$ cat src/rtl/fetcher.sv
// Fetch stage: drives the PC, keeps one icache request in flight, pre-decodes
// returned instructions against a 2-bit BHT and queues them for the decoder.
module fetcher #(
  parameter int unsigned IQ_DEPTH    = 8,
  parameter int unsigned BHT_ENTRIES = 256,
  parameter logic [31:0] RESET_PC    = 32'h0
) (
  input  logic        clk,
  input  logic        rst,
  input  logic        rdy,
  output logic        out_icache_req,
  output logic [31:0] out_icache_addr,
  input  logic        in_icache_valid,
  input  logic [31:0] in_icache_inst,
  input  logic        in_stall,
  output logic        out_inst_valid,
  output logic [31:0] out_inst,
  output logic [31:0] out_pc,
  output logic        out_predict,
  input  logic        in_rob_redirect,
  input  logic [31:0] in_rob_redirect_pc,
  input  logic        in_rob_branch_commit,
  input  logic [31:0] in_rob_branch_pc,
  input  logic        in_rob_branch_taken
);

  localparam int unsigned PW = $clog2(IQ_DEPTH);
  localparam int unsigned CW = PW + 1;
  localparam int unsigned BW = $clog2(BHT_ENTRIES);
  localparam logic [6:0] OP_JAL    = 7'b1101111;
  localparam logic [6:0] OP_BRANCH = 7'b1100011;

  typedef enum logic [1:0] {
    ST_IDLE    = 2'd0,
    ST_WAIT    = 2'd1,
    ST_DISCARD = 2'd2
  } state_e;

  state_e        state_q;
  logic [31:0]   pc_q;
  logic [31:0]   pc_d;
  logic          pred_d;
  logic          req_q;
  logic [31:0]   addr_q;

  logic [31:0]   iq_inst_q [IQ_DEPTH];
  logic [31:0]   iq_pc_q   [IQ_DEPTH];
  logic          iq_pred_q [IQ_DEPTH];
  logic [PW-1:0] head_q;
  logic [PW-1:0] tail_q;
  logic [CW-1:0] count_q;
  logic [CW-1:0] count_d;

  logic [1:0]    bht_q [BHT_ENTRIES];
  logic [BW-1:0] rd_idx;
  logic [BW-1:0] upd_idx;
  logic [1:0]    rd_ctr;

  logic          redirect;
  logic          pop;
  logic          push;
  logic          issue;
  logic [31:0]   j_imm;
  logic [31:0]   b_imm;
  logic          unused_ok;

  assign unused_ok = ^{in_rob_branch_pc[31:BW+2], in_rob_branch_pc[1:0]};

  assign out_icache_req  = req_q;
  assign out_icache_addr = addr_q;
  assign out_inst_valid  = (count_q != '0);
  assign out_inst        = iq_inst_q[head_q];
  assign out_pc          = iq_pc_q[head_q];
  assign out_predict     = iq_pred_q[head_q];

  assign redirect = rdy & in_rob_redirect;
  assign pop      = rdy & out_inst_valid & ~in_stall & ~in_rob_redirect;
  assign push     = rdy & in_icache_valid & (state_q == ST_WAIT) & ~in_rob_redirect;
  // A same-cycle pop frees a slot, so a full queue may still issue.
  assign issue    = (state_q == ST_IDLE) & ~in_rob_redirect &
                    ((count_q < CW'(IQ_DEPTH)) | pop);
  assign count_d  = count_q + CW'(push) - CW'(pop);

  assign rd_idx  = pc_q[BW+1:2];
  assign upd_idx = in_rob_branch_pc[BW+1:2];
  assign rd_ctr  = bht_q[rd_idx];

  assign j_imm = {{11{in_icache_inst[31]}}, in_icache_inst[31], in_icache_inst[19:12],
                  in_icache_inst[20], in_icache_inst[30:21], 1'b0};
  assign b_imm = {{19{in_icache_inst[31]}}, in_icache_inst[31], in_icache_inst[7],
                  in_icache_inst[30:25], in_icache_inst[11:8], 1'b0};

  // Pre-decode: next fetch PC and predicted-taken flag for the returned word.
  always_comb begin
    pc_d   = pc_q + 32'd4;
    pred_d = 1'b0;
    if (in_icache_inst[6:0] == OP_JAL) begin
      pc_d   = pc_q + j_imm;
      pred_d = 1'b1;
    end else if ((in_icache_inst[6:0] == OP_BRANCH) && rd_ctr[1]) begin
      pc_d   = pc_q + b_imm;
      pred_d = 1'b1;
    end
  end

  always_ff @(posedge clk or posedge rst) begin
    if (rst) begin
      state_q <= ST_IDLE;
      pc_q    <= RESET_PC;
      req_q   <= 1'b0;
      addr_q  <= '0;
    end else if (rdy) begin
      req_q <= 1'b0;
      if (redirect) begin
        pc_q <= in_rob_redirect_pc;
        if (state_q != ST_IDLE) begin
          state_q <= in_icache_valid ? ST_IDLE : ST_DISCARD;
        end
      end else begin
        case (state_q)
          ST_IDLE: begin
            if (issue) begin
              state_q <= ST_WAIT;
              req_q   <= 1'b1;
              addr_q  <= pc_q;
            end
          end
          ST_WAIT: begin
            if (in_icache_valid) begin
              state_q <= ST_IDLE;
              pc_q    <= pc_d;
            end
          end
          ST_DISCARD: begin
            if (in_icache_valid) state_q <= ST_IDLE;
          end
          default: state_q <= ST_IDLE;
        endcase
      end
    end else begin
      req_q <= 1'b0;
    end
  end

  // Instruction queue: circular buffer, flushed by a redirect.
  always_ff @(posedge clk or posedge rst) begin
    if (rst) begin
      head_q  <= '0;
      tail_q  <= '0;
      count_q <= '0;
      for (int i = 0; i < int'(IQ_DEPTH); i++) begin
        iq_inst_q[i] <= '0;
        iq_pc_q[i]   <= '0;
        iq_pred_q[i] <= 1'b0;
      end
    end else if (redirect) begin
      head_q  <= '0;
      tail_q  <= '0;
      count_q <= '0;
    end else begin
      if (push) begin
        iq_inst_q[tail_q] <= in_icache_inst;
        iq_pc_q[tail_q]   <= pc_q;
        iq_pred_q[tail_q] <= pred_d;
        tail_q            <= tail_q + PW'(1);
      end
      if (pop) head_q <= head_q + PW'(1);
      count_q <= count_d;
    end
  end

  // Saturating 2-bit counters trained by committed branches.
  always_ff @(posedge clk or posedge rst) begin
    if (rst) begin
      for (int i = 0; i < int'(BHT_ENTRIES); i++) bht_q[i] <= 2'b01;
    end else if (rdy && in_rob_branch_commit) begin
      if (in_rob_branch_taken) begin
        if (bht_q[upd_idx] != 2'b11) bht_q[upd_idx] <= bht_q[upd_idx] + 2'b01;
      end else begin
        if (bht_q[upd_idx] != 2'b00) bht_q[upd_idx] <= bht_q[upd_idx] - 2'b01;
      end
    end
  end

endmodule

$ cat config.mk
export PLATFORM = sky130hd
export DESIGN_NAME = fetcher
export DESIGN_NICKNAME = d
export VERILOG_FILES = /design/src/rtl/fetcher.sv
export SDC_FILE = /design/constraint.sdc
export NUM_CORES = 2
export LEC_CHECK = 0
export CAP_MARGIN = 20
export CORE_MARGIN = 2
export CORE_UTILIZATION = 30
export DETAILED_ROUTE_END_ITERATION = 10
export PLACE_DENSITY_LB_ADDON = 0.1
export SYNTH_ARGS = -nofsm -noshare
export SYNTH_HDL_FRONTEND = slang
export SYNTH_SLANG_ARGS = --single-unit
$ cat constraint.sdc
create_clock -name clk -period 53.1 [get_ports clk]
set_clock_uncertainty 0.15 [all_clocks]
set_input_delay 10.62 -clock clk [delete_from_list [all_inputs] [get_ports clk]]
set_output_delay 10.62 -clock clk [all_outputs]
set_load 0.02 [all_outputs]
==> results.cfg <==
[clocking]
cts_hold_buffers = 0
cts_root_buf = clkbuf_16
cts_buffers = 136
h-tree-depth = 4
post_cts_resized = 0
clock_path_buffers = 3
clk_pin_slew_ns = 0.05
cts_num_sinks = 1109
clock_latency_ns = 0.78
cts_tree = built
postCtsSetupRepairBufs = 0

[synth]
ys_types = 74
synth_area_per_cell_um2 = 12.3
ys_seq_area_share_pct = 50.6
synth-seq-cells = 1109
synth_edf_count = 0
synthesis.nets = 4687
synth-main-ff-cell = dfrtp_1
yosysTopAreaCell = dfrtp_1
ys_top_cells_by_area = dfrtp_1 38%, mux4_2 14%, mux2_2 14%
syn_inst = 4525
synth_area_mm2 = 0.0555
async_flop_share_pct = 100
yosysTopAreaCellShare_pct = 38.4
yosys_warnings = 0

[timing]
drv_slew = 0
grt_setup_unrepaired = false
maxSlewHeadroom_pct = 24.0
hold_viol_final = 0
tightest_slew_ns = 1.14
finalSetupTns_ns = 0
finalSetupViolations = 0
fmax_mhz = 57.2
fin_crit_ns = 17.49
min_period_over_period_pct = 32.9

[routing]
ant_nets = 0
via_per_inst = 5.11
drt_wl_total_um = 181000
drc = 0
drt_iter0_drc = 2385
routedWlPerCell_um = 25.3
drt_first_pass_iters = 5
via_count = 36626

[floorplanning]
die_h_um = 434
start_util_pct = 30.3
core_area_mm2 = 0.183
rows = 157
io_pins = 203
die-area_mm2 = 0.189
die_w_um = 434

[power_and_ir_drop]
power_switching_w = 0.000965
p_int_w = 0.00209
leakagePower_nw = 26.4
finalPower_w = 0.00305
combPwrFrac_pct = 29.7
sw_frac_of_total_pct = 31.6
vdd_drop_max_mv = 0.0262
pwr-share-clk_pct = 31.4
power_density_mw_per_mm2 = 47.3
pwr-share-seq_pct = 38.9

[global_routing]
grt_pass1_wl_um = 270000
grt_usage_pct = 19.4
grt_overflow = 0
gr-usage-met1_pct = 25.4
grt-busiest-layer = met2
grt_util_met2_pct = 33.7
grt_pass1_vias = 38250
use_met3_pct = 2.94
grt_antenna_before_repair = 16
grt_max_degree = 159

[critical_path]
crit_chain = buf_6 > buf_4 > buf_4 > mux4_2 > mux4_2 > mux4_2 > mux2_2 > o221ai_2 > inv_6 > ha_1 > mux2i_1 > and3_1 > nor2b_1 > nand2b_1 > nor3_2 > buf_4 > nand2_1 > nand2_1 > o21ai_0
critPathMaxFanout = 100
reg2reg_slack_ns = 47.02
critPathLaunchType = input port
critPathSlowestCell = nor3_2
crit_type = in2reg
worst_setup_path_end_kind = flop
worstPathArrival_ns = 17.92
crit_required_ns = 53.53
slowest_delay_ns = 0.88

[cells_and_area]
area_growth_pct = 16.3
nFillCells = 18085
multi_input_area_mm2 = 0.0262
area.sequential_mm2 = 0.0281
nets = 4760
layout-drive-gt1-share_pct = 34.6
final_common_cell = dfrtp_1
final_cell_mix = 845 x dfrtp_1, 674 x nand2_1, 671 x mux2_2, 396 x o21ai_0, 347 x mux4_2
final_util_pct = 35.2

[min_path]
hp-class = reg2reg

[place]
gp_congestion = 0.798
dp_hpwl_um = 111000
port_buffers = 178

[outcome]
status = complete, no violations

[job]
drv_cap = 0
==> path summary, 6_finish.rpt <==
kind	cells after the start	startpoint	to
hold / removal	2	out_icache_addr[21]$_DFFE_PP0P_	out_icache_addr[21]$_DFFE_PP0P_
max in group asynchronous	5	rst	head_q[2]$_DFFE_PP0P_
min in group asynchronous	2	rst	iq_inst_q[58]$_DFFE_PP0P_
setup / recovery	19	in_rob_branch_pc[3]	bht_q[63]$_DFFE_PP0P_
setup reg to reg	16	flop	bht_q[63]$_DFFE_PP0P_
hold reg to reg	2	out_icache_addr[21]$_DFFE_PP0P_	out_icache_addr[21]$_DFFE_PP0P_
==> cell families (layout without fill, tap and decap cells) <==
family | Yosys count | in the layout | share of synthesized area [%]
flops | 1109 | 1109 | 50.6
simple gates | 1109 | 1109 | 8.19
mux | 1050 | 1050 | 28.3
compound gates | 759 | 759 | 7.81
buf+inv | 363 | 545 | 2.61
xor+xnor | 77 | 77 | 1.21
fa+ha+maj | 58 | 58 | 1.35
other cells | 0 | 2 | 0
==> cell type report <==
class	count	share of cell area [%]
flip-flops and latches	1109	43.5
clock inverters	31	0.614
clock buffers	216	6.52
repair buffers	265	3.86
multi-input cells	3053	40.5
well taps	2464	4.77
diodes	2	0.00775
inverters	33	0.211
==> power by group through the flow <==
| stage | Combinational (W) | Clock (W) | Sequential [W] |
|---|---|---|---|
| after CTS | 0.000927 | 0.000988 | 0.00119 |
| final | 0.000907 | 0.000959 | 0.00119 |
| after floorplan | 0.000643 | 0 | 0.00115 |
| after detailed placement | 0.000923 | 0 | 0.00121 |
| after global placement | 0.000916 | 0 | 0.00120 |
| after global routing | 0.000982 | 0.00102 | 0.00122 |
==> synth_stat cells (5+ instances only) <==
cell	n
a21oi_1	177
dfstp_2	256
o22ai_1	16
buf_2	29
o21bai_1	12
a221oi_1	9
a222oi_1	10
a31oi_1	15
clkbuf_1	255
o211ai_1	5
mux4_2	347
nand2b_1	13
and3_1	18
nand3_1	34
nor2b_1	18
nor2_1	276
o21ai_0	396
nand3b_1	5
ha_1	55
o21a_1	8
and4_1	5
inv_1	30
xnor2_1	56
a22oi_1	21
nand4_1	14
buf_1	36
a21o_1	34
dfrtp_1	853
buf_4	5
and2_1	6
mux2i_1	32
a211oi_1	9
nand2_1	675
xor2_1	21
nor3_1	17
mux2_2	671
nor4_1	7
==> stage by stage <==
step | std cells | hold slack [ns] | instance area [um2] | setup slack [ns]
floorplan | 4525 | 0.295 | 55500 | 11.53
global placement | 6921 | 0.308 | 59900 | 34.74
detailed placement | 6922 | 0.313 | 59900 | 34.74
CTS | 7169 | 0.327 | 64600 | 35.58
global route | 7172 | 0.343 | 64600 | 35.24
finish | 7173 | 0.321 | 64600 | 35.61
==> per-layer routing <==
layer	up-vias	wire (um)	share of wire, %
met5	-	21	0.012
li1	16625	-	-
met3	201	6280	3.5
met2	616	91500	51
met1	19180	80000	44
met4	4	3430	1.9
==> critical path: cells and delay by family <==
| family | cells | cell delay, ns |
|---|---|---|
| adders and majority gates | 1 | 0.31 |
| and+or+nand+nor | 6 | 1.86 |
| buffers and inverters | 5 | 2.63 |
| AOI/OAI and AO/OA | 2 | 0.40 |
| muxes | 5 | 1.99 |
Power figures use the tool's default switching activity.
